==> config.mk <==
export PLATFORM = sky130hd
export DESIGN_NAME = input_conditioner
export DESIGN_NICKNAME = d
export VERILOG_FILES = /design/src/rtl/input_conditioner_pkg.sv /design/src/rtl/input_conditioner_debounce_bit.sv /design/src/rtl/input_conditioner.sv
export SDC_FILE = /design/constraint.sdc
export NUM_CORES = 1
export LEC_CHECK = 0
export ABC_AREA = 1
export BUFFER_PORTS_ARGS = -buffer_cell sky130_fd_sc_hd__buf_4
export CAP_MARGIN = 20
export CORE_MARGIN = 2
export CORE_UTILIZATION = 45
export CTS_BUF_LIST = sky130_fd_sc_hd__clkbuf_8
export CTS_CLUSTER_SIZE = 12
export DETAILED_ROUTE_END_ITERATION = 10
export GPL_ROUTABILITY_DRIVEN = 0
export MAX_ROUTING_LAYER = met4
export PLACE_DENSITY_LB_ADDON = 0.08
export SLEW_MARGIN = 20
export SYNTH_ARGS = -nofsm -noshare
export SYNTH_HDL_FRONTEND = slang
export SYNTH_SLANG_ARGS = --single-unit
==> constraint.sdc <==
create_clock -name CLOCK_50 -period 2.1 [get_ports CLOCK_50]
set_clock_uncertainty 0.1 [all_clocks]
set_input_delay 0.42 -clock CLOCK_50 [delete_from_list [all_inputs] [get_ports CLOCK_50]]
set_output_delay 0.42 -clock CLOCK_50 [all_outputs]
set_load 0.01 [all_outputs]
==> src/rtl/input_conditioner_pkg.sv <==
// Shared board-level constants for the input conditioning slice.
// Default sizes match the DE-series board: 8 slide switches, KEY[3:1], 50 MHz clock.
package input_conditioner_pkg;

  localparam int unsigned N_SW_DEF            = 8;
  localparam int unsigned N_KEY_DEF           = 3;
  localparam int unsigned CLK_HZ              = 50_000_000;
  localparam int unsigned DEBOUNCE_CYCLES_DEF = 1_000_000;

endpackage

==> src/rtl/input_conditioner_debounce_bit.sv <==
// Single-bit 2-flop synchroniser plus stable-count debouncer with registered edge pulses.
// Latency: DEBOUNCE_CYCLES+2 edges from first sampling edge; no backpressure (free-running).
module debounce_bit #(
  parameter int unsigned DEBOUNCE_CYCLES = 1_000_000,
  parameter logic        RESET_VAL       = 1'b0
) (
  input  logic CLOCK_50,
  input  logic reset_n,
  input  logic raw,
  output logic stable,
  output logic rise_pls,
  output logic fall_pls
);

  localparam int unsigned      CNT_W   = $clog2(DEBOUNCE_CYCLES + 1);
  localparam logic [CNT_W-1:0] CNT_MAX = CNT_W'(DEBOUNCE_CYCLES - 1);
  localparam logic [CNT_W-1:0] CNT_ONE = CNT_W'(1);

  logic             sync1;
  logic             sync2;
  logic             level;
  logic [CNT_W-1:0] cnt;

  // An idle-high input (active-low key) is tracked inverted, so stable is always active-high.
  assign level = sync2 ^ RESET_VAL;

  always_ff @(posedge CLOCK_50 or negedge reset_n) begin
    if (!reset_n) begin
      sync1    <= RESET_VAL;
      sync2    <= RESET_VAL;
      stable   <= 1'b0;
      cnt      <= '0;
      rise_pls <= 1'b0;
      fall_pls <= 1'b0;
    end else begin
      sync1    <= raw;
      sync2    <= sync1;
      rise_pls <= 1'b0;
      fall_pls <= 1'b0;
      if (level == stable) begin
        cnt <= '0;
      end else if (cnt == CNT_MAX) begin
        stable   <= level;
        cnt      <= '0;
        rise_pls <= level;
        fall_pls <= ~level;
      end else begin
        cnt <= cnt + CNT_ONE;
      end
    end
  end

endmodule

==> src/rtl/input_conditioner.sv <==
// Conditions raw slide switches and KEY[3:1] into clean levels plus press/release/change pulses.
// Latency: DEBOUNCE_CYCLES+2 edges per bit; no backpressure, outputs are level/pulse only.
module input_conditioner
  import input_conditioner_pkg::*;
#(
  parameter int unsigned N_SW            = N_SW_DEF,
  parameter int unsigned N_KEY           = N_KEY_DEF,
  parameter int unsigned DEBOUNCE_CYCLES = DEBOUNCE_CYCLES_DEF
) (
  input  logic             CLOCK_50,
  input  logic             reset_n,
  input  logic [N_SW-1:0]  sw_raw,
  input  logic [N_KEY-1:0] key_raw_n,
  output logic [N_SW-1:0]  sw_stable,
  output logic [N_KEY-1:0] key_pressed,
  output logic [N_KEY-1:0] key_press_pls,
  output logic [N_KEY-1:0] key_release_pls,
  output logic             sw_changed_pls
);

  logic [N_SW-1:0] sw_rise;
  logic [N_SW-1:0] sw_fall;

  for (genvar i = 0; i < N_SW; i++) begin : g_sw
    debounce_bit #(
      .DEBOUNCE_CYCLES (DEBOUNCE_CYCLES),
      .RESET_VAL       (1'b0)
    ) u_db (
      .CLOCK_50 (CLOCK_50),
      .reset_n  (reset_n),
      .raw      (sw_raw[i]),
      .stable   (sw_stable[i]),
      .rise_pls (sw_rise[i]),
      .fall_pls (sw_fall[i])
    );
  end

  // Keys idle high; RESET_VAL=1 makes the bit invert, so stable reads as "held".
  for (genvar i = 0; i < N_KEY; i++) begin : g_key
    debounce_bit #(
      .DEBOUNCE_CYCLES (DEBOUNCE_CYCLES),
      .RESET_VAL       (1'b1)
    ) u_db (
      .CLOCK_50 (CLOCK_50),
      .reset_n  (reset_n),
      .raw      (key_raw_n[i]),
      .stable   (key_pressed[i]),
      .rise_pls (key_press_pls[i]),
      .fall_pls (key_release_pls[i])
    );
  end

  // Per-bit pulses are registered, so this OR is a clean single-cycle pulse.
  assign sw_changed_pls = |(sw_rise | sw_fall);

endmodule

==> results.tsv, run 1 <==
stage	metric	value	unit
global_route	grt_first_pass_wirelength	52.9	mm
clocking	cts_tree	built	
synthesis	syn-instance-count	1807	
clocking	clk-insertion-delay-late	0.58	ns
clocking	clock-sinks	275	
job	timing.max_cap.violations	0	
global_route	grt-ovfl-total	0	
status	run_status	complete, but fails checks	
layout	num-nets-final	1921	
setup_path	worstReg2RegStart	g_sw[3].u_db.cnt[0]	
synthesis	syn_area	14100	sq um
floorplan	die_width	181	um
routing	remaining_drc_errors	0	
sta	slew_margin_rel	0.756	
clocking	htree_num_levels	2	
routing	detail-route-antenna-nets	0	
setup_path	timing.setup.critical_path_class	reg -> out	
clocking	root_buffer	sky130_fd_sc_hd__clkbuf_8	
sta	final_max_tran_viols	0	
floorplan	die_height	181	um
global_route	number_of_antenna_violations_at_the_first_check_in_global_routing	0	
sta	hold_viol	0	
status	violations_in_the_final_reports	negative setup slack	
routing	routed_wire_length_per_instance	12.8	um
sta	clock.fmax	454	MHz
layout	num-fill-cells	3044	
synthesis	postSynthAreaPerCell	7.82	sq um
sta	rsz_0062_raised_after_global_routing	true	
routing	drt-total-wl	29.9	mm
synthesis	synthDistinctLibCells	33	
clocking	clk_transition_reported_paths	0.06	ns
layout	final_cells	2335	
sta	final.setup.tns	-0.101	ns
worst_hold_path	worstHoldPathType	in -> async	
placed_design	postPlaceCellArea	14900	sq um
placed_design	place.detailed.instances	2229	
setup_path	timing.critical_path.to_type	primary output	
setup_path	arrival	1.68	ns
layout	final-seq-area	6890	sq um
placed_design	dp_hpwl	21.4	mm
sta	post-route-worst-setup-slack	-0.101	ns
sta	post-route-min-period	2.20	ns
layout	antenna_cells	0	
setup_path	timing.reg2reg.worst_path_depth	6	
global_route	via_count_of_the_first_global_routing_pass	11500	
pwr	power.leakage	0.00705	uW
layout	layout.core_utilization	0.524	
synthesis	synthDominantCellAreaShare	0.476	
setup_path	r2r_end	g_sw[3].u_db.cnt[3]	
sta	finalCritPeriodShare	1.05	
floorplan	die_area	32800	sq um
synthesis	yosysWarningCount	0	
routing	vias_per_cell	4.89	
floorplan	design.portCount	31	
layout	finish.instance_area	16100	sq um
layout	layout_common_cells	sky130_fd_sc_hd__nor2_1, sky130_fd_sc_hd__nand2_1, sky130_fd_sc_hd__dfrtp_1	
setup_path	crit_path_start_kind	flop	
synthesis	yosys-top-cells-area	sky130_fd_sc_hd__dfrtp_1, sky130_fd_sc_hd__nor2_1, sky130_fd_sc_hd__nand2_1	
synthesis	synth_top_area_cell	sky130_fd_sc_hd__dfrtp_1	
layout	syn2layout_area_growth	14.0	%
setup_path	worst-endpoint-required	1.58	ns
layout	mostFrequentLayoutCell	sky130_fd_sc_hd__nor2_1	
setup_path	r2r_setup_slack	0.39	ns
floorplan	std_cell_rows	64	
placed_design	io_buffers	30	
floorplan	floorplan.initialDensity	0.460	
pwr	irDropWorstVdd	565	uV
clocking	post-cts-setup-buffers	0	
clocking	cts_made_buffers	50	
setup_path	worst-path-max-fanout	1	
clocking	cts_buffer_depth	3	
routing	drt_first_iter_violations	500	
pwr	cellPowerDensity	687	nW/um^2
sta	setup_viol	1	
synthesis	ys_seq_area_frac	0.487	
floorplan	core_region_area	30700	sq um
synthesis	synth_fp_nets	1831	
global_route	globalRouteTotalUtil	0.197	
layout	fraction_of_layout_cells_with_a_size_suffix_above_1	0.108	
placed_design	dp_worst_setup_slack	0.237	ns
synthesis	synth-seq-cells	275	
routing	detailedRoute.firstPassIterationCount	5	
sta	worstMarginPinSlew	0.366	ns
layout	multiInputGateArea	6470	sq um
routing	routed-via-count	11400	
global_route	grt_max_degree	62	
==> power breakdown <==
group	internal [uW]	switching, uW
combinational	130	256
sequential	5380	54.7
clock	3040	2210
==> state kept, by name, summed over array words and instances, names as in the netlist <==
name,count
g_sw.u_db.level,8
g_sw.u_db.cnt,160
g_key.u_db.rise_pls,3
g_sw.u_db.sync1,8
g_sw.u_db.stable,8
g_sw.u_db.rise_pls,8
g_key.u_db.cnt,60
g_key.u_db.stable,3
g_key.u_db.fall_pls,3
g_sw.u_db.fall_pls,8
g_key.u_db.sync1,3
g_key.u_db.sync2,3
==> logic make-up after synthesis <==
family                     synth area share
DFF                                   0.487
AOI/OAI and AO/OA                    0.0206
buffers and inverters                0.0570
xor gates and xnor gates             0.0706
and+or+nand+nor                       0.355
adders and majority gates           0.00974
==> metal layers <==
| metal | global-route usage | wire, um |
|---|---|---|
| met1 | 0.257 | 14600 |
| met2 | 0.313 | 13500 |
| met3 | 0.0335 | 1010 |
| met4 | 0.0634 | 775 |
| met5 | - | 0 |
==> how the worst max path moves through the flow <==
stage | start | cells past startpoint | slack [ns] | to
after floorplan | g_sw[6].u_db.cnt[0] | 8 | 0.60 | g_sw[6].u_db.cnt[12]
after global placement | g_sw[2].u_db.fall_pls | 3 | 0.23 | sw_changed_pls
after detailed placement | g_sw[2].u_db.fall_pls | 3 | 0.24 | sw_changed_pls
after CTS | g_sw[2].u_db.fall_pls | 3 | -0.20 | sw_changed_pls
after global routing | g_sw[0].u_db.fall_pls | 3 | -0.18 | sw_changed_pls
final | g_sw[2].u_db.fall_pls | 3 | -0.10 | sw_changed_pls
==> timing repair <==
item,in CTS,in global routing
pin swaps,2,1
endpoints found under the setup margin,1,1
hold endpoints to repair,150,0
hold buffers,12,0
gates resized for setup,3,1
==> critical path: stages (launching register included) <==
cell and delay [ns]:
sky130_fd_sc_hd__dfrtp_1 0.39, sky130_fd_sc_hd__nor4_4 0.32, sky130_fd_sc_hd__nand4_1 0.21, sky130_fd_sc_hd__buf_4 0.20
==> cell usage after synthesis (all sizes together) <==
| master | n |
|---|---|
| nor2 | 545 |
| nand2 | 328 |
| dfrtp | 269 |
| nand3 | 199 |
| inv | 173 |
| xor2 | 67 |
| xnor2 | 47 |
| nor3 | 36 |
| a21oi | 33 |
| nand4 | 25 |
| buf | 19 |
| o21ai | 17 |
| ha | 11 |
| nor3b | 7 |
| dfstp | 6 |
| clkbuf | 5 |
| nand3b | 5 |
| nor4 | 5 |
| o21bai | 4 |
| or2 | 4 |
| and2 | 1 |
| o31ai | 1 |
==> per-stage QoR <==
stage / hold WS, ns / power (uW)
finish: 0.221 / 11100
CTS: 0.191 / 11300
global placement: 0.231 / 5900
detailed placement: 0.236 / 5910
global route: 0.217 / 11600
floorplan: 0.0244 / 5690
==> final cells by class <==
| type | instances | share of cell area |
|---|---|---|
| clock inverter | 28 | 0.0101 |
| tap | 396 | 0.0308 |
| clock buffer | 66 | 0.0564 |
| inverter | 173 | 0.0403 |
| multi-input combinational | 1335 | 0.401 |
| timing repair buffer | 62 | 0.0335 |
| sequential | 275 | 0.428 |
No activity file was read; power rests on OpenSTA's default activity.
==> run 2, diff against run 1 <==
==> constraint.sdc (replaced) <==
create_clock -name CLOCK_50 -period 2.1 [get_ports CLOCK_50]
set_clock_uncertainty 0.1 [all_clocks]
set_input_delay 0.21 -clock CLOCK_50 [delete_from_list [all_inputs] [get_ports CLOCK_50]]
set_output_delay 0.21 -clock CLOCK_50 [all_outputs]
set_load 0.01 [all_outputs]
==> run 2 against run 1 <==
Effect of this change: the flow now finishes without violations; clock power about the same; global-route usage decreased by 0.48 points; maximum frequency increased by 7.5%; die area unchanged; clock-buffer cell count increased by 1; via count decreased by 1.1%; worst setup slack improved by 0.15 ns; critical path depth unchanged; non-clock buffer count decreased by 3; total power about the same; utilization about the same; critical path type unchanged; critical endpoint unchanged.
==> results.tsv, run 2 (synthesized netlist as in run 1, its figures left out) <==
stage	metric	value	unit	change
clocking	clk_transition_reported_paths	0.06	ns	about the same
layout	mostFrequentLayoutCell	sky130_fd_sc_hd__nor2_1		
setup_path	timing.critical_path.to_type	primary output		
routing	remaining_drc_errors	0		unchanged
setup_path	cpLargestDelayFamily	simple AND/OR/NAND/NOR gates		
worst_hold_path	worstHoldPathType	in -> async		
pwr	power.share.combinational	0.035		about the same
floorplan	die_height	181	um	unchanged
pwr	power.leakage	0.00701	uW	-0.51%
pwr	power_switching	2480	uW	-1.7%
placed_design	dp_worst_setup_slack	0.245	ns	+0.00769 ns
pwr	clkPwrFrac	0.474		about the same
sta	setup_viol	0		-1
sta	post-route-worst-setup-slack	0.0531	ns	+0.155 ns
layout	layout_common_cells	sky130_fd_sc_hd__nor2_1, sky130_fd_sc_hd__nand2_1, sky130_fd_sc_hd__dfrtp_1		
setup_path	crit_path_start_kind	flop		
placed_design	io_buffers	30		unchanged
clocking	post-cts-setup-buffers	0		unchanged
placed_design	place.detailed.instances	2226		-0.13%
routing	drt_first_iter_violations	749		+50%
routing	routed_wire_length_per_instance	12.6	um	-2.0%
layout	top_regs	g_sw.u_db.cnt: 160 flops, g_key.u_db.cnt: 60 flops		
pwr	p_int	8590	uW	+0.38%
clocking	cts_tree	built		
layout	final_cells	2328		-0.30%
sta	rsz_0062_raised_after_global_routing	true		
global_route	via_count_of_the_first_global_routing_pass	10900		-5.2%
routing	route.met2.wl	12.8	mm	-5.7%
layout	syn2layout_area_growth	13.9	%	about the same
layout	antenna_cells	0		unchanged
pwr	irDropWorstVdd	821	uV	+45%
global_route	grt_first_pass_wirelength	51.6	mm	-2.4%
setup_path	worst-path-max-fanout	1		unchanged
global_route	grt-ovfl-total	0		unchanged
sta	finalCritPeriodShare	0.975		-0.0736
floorplan	floorplan.initialDensity	0.460		unchanged
routing	vias_per_cell	4.86		-0.77%
routing	topRoutingLayerUsed	met4		
sta	worstMarginPinSlew	0.518	ns	+0.152 ns
routing	met3_wire_length	1.06	mm	+5.0%
setup_path	worst-path-buf-inv	1		unchanged
sta	final_max_tran_viols	0		unchanged
routing	drt-total-wl	29.2	mm	-2.3%
status	run_status	completed		
global_route	globalRouteTotalUtil	0.192		-0.00478
clocking	root_buffer	sky130_fd_sc_hd__clkbuf_8		
sta	hold_viol	0		unchanged
layout	largest_reg_flops	160		unchanged
setup_path	crit_path_cell_trace	nor4_4, nand4_1, buf_4		
routing	routed-via-count	11300		-1.1%
pwr	cellPowerDensity	687	nW/um^2	about the same
sta	fin_worst_hold_slack	0.118	ns	-0.103 ns
sta	post-route-min-period	2.05	ns	-0.155 ns
layout	top_register_by_number_of_flip_flops	g_sw.u_db.cnt		
clocking	cts_buffer_depth	3		unchanged
routing	detailedRoute.firstPassIterationCount	5		unchanged
floorplan	die_area	32800	sq um	unchanged
layout	num-nets-final	1918		-0.16%
setup_path	timing.critical_path.slowest_stage_cell	sky130_fd_sc_hd__dfrtp_1		
routing	detail-route-antenna-nets	0		unchanged
floorplan	std_cell_rows	64		unchanged
floorplan	design.portCount	31		unchanged
global_route	number_of_antenna_violations_at_the_first_check_in_global_routing	0		unchanged
setup_path	timing.setup.critical_path_class	reg -> out		
pwr	power.share.sequential	0.491		about the same
setup_path	critPathMaxStageDelay	0.39	ns	about the same
clocking	cts_made_buffers	50		unchanged
job	timing.max_cap.violations	0		unchanged
floorplan	die_width	181	um	unchanged
placed_design	dp_hpwl	20.8	mm	-2.6%
setup_path	worst-endpoint-required	1.79	ns	+0.21 ns
sta	slew_margin_rel	0.655		-0.101
setup_path	arrival	1.74	ns	+0.06 ns
sta	final.setup.tns	0	ns	+0.101 ns
layout	fraction_of_layout_cells_with_a_size_suffix_above_1	0.108		-0.000127
pwr	swShare	0.224		-0.00365
clocking	htree_num_levels	2		unchanged
layout	num-fill-cells	3015		-0.95%
routing	met1_length	14.8	mm	+1.3%
clocking	clock-sinks	275		unchanged
global_route	grt_max_degree	65		+4.8%
floorplan	core_region_area	30700	sq um	unchanged
sta	clock.fmax	489	MHz	+7.5%
clocking	clk-insertion-delay-late	0.56	ns	-0.02 ns
[run 2: changes by cell type in the layout (fill, tap and decap cells not counted), sizes merged]
cell | previous run | this run
buf | 50 | 47
clkbuf | 66 | 67
clkinvlp | 0 | 1
inv | 195 | 189
[run 2: worst paths after layout]
path	startpoint	endpoint	slack, ns	cells past startpoint
max	g_sw[2].u_db.fall_pls	sw_changed_pls	0.05	3
min reg2reg	g_sw[2].u_db.sync1	g_sw[2].u_db.level	0.25	0
max in group asynchronous	reset_n	g_sw[1].u_db.cnt[0]	1.09	3
max reg2reg	g_sw[0].u_db.cnt[0]	g_sw[0].u_db.cnt[1]	0.42	8
min in group CLOCK_50	sw_raw[0]	g_sw[0].u_db.sync1	0.20	2
min	reset_n	g_key[2].u_db.cnt[13]	0.12	2
[run 2: final cells by class]
cell class	instances	area, sq um	area share
sequential	275	6890	0.428
multi-input combinational	1335	6470	0.402
clock buffer	67	922	0.0573
inverter	173	649	0.0403
timing repair buffer	59	531	0.0330
tap	396	495	0.0308
clock inverter	23	148	0.00917
[run 2: timing repair]
item,4_1_cts,5_1_grt
setup endpoints to repair,1,1
resized for setup,4,0
gates cloned,0,0
hold buffers,12,0
pin swaps,1,0
endpoints found under the hold margin,276,0
[run 2: worst register-to-register path, stage by stage (launching register included)]
cell	delay (ns)
sky130_fd_sc_hd__dfrtp_1	0.39
sky130_fd_sc_hd__ha_1	0.21
sky130_fd_sc_hd__nand2_1	0.09
sky130_fd_sc_hd__nor2_2	0.06
sky130_fd_sc_hd__nand2_1	0.13
sky130_fd_sc_hd__nor2_1	0.08
sky130_fd_sc_hd__a21oi_2	0.32
sky130_fd_sc_hd__inv_2	0.12
sky130_fd_sc_hd__nor2_1	0.12
[run 2: power by group through the flow]
stage	clock, uW	combinational, uW	sequential, uW
after floorplan	0	171	5510
after global placement	0	380	5520
after detailed placement	0	385	5530
after CTS	5430	404	5430
after global routing	5690	455	5440
final	5250	385	5430
[run 2: per-stage QoR]
stage / cell area [sq um] / power [uW] / util
2_1_floorplan: 14100 / 5690 / -
3_3_place_gp: 14900 / 5900 / 0.484
3_5_place_dp: 14900 / 5910 / 0.484
4_1_cts: 16100 / 11300 / 0.524
5_1_grt: 16100 / 11600 / 0.524
6_report: 16100 / 11100 / 0.524
[run 2: per-layer routing]
metal,track usage,vias up
li1,-,5876
met1,0.273,5230
met2,0.283,143
met3,0.0300,54
met4,0.0579,0
met5,-,-
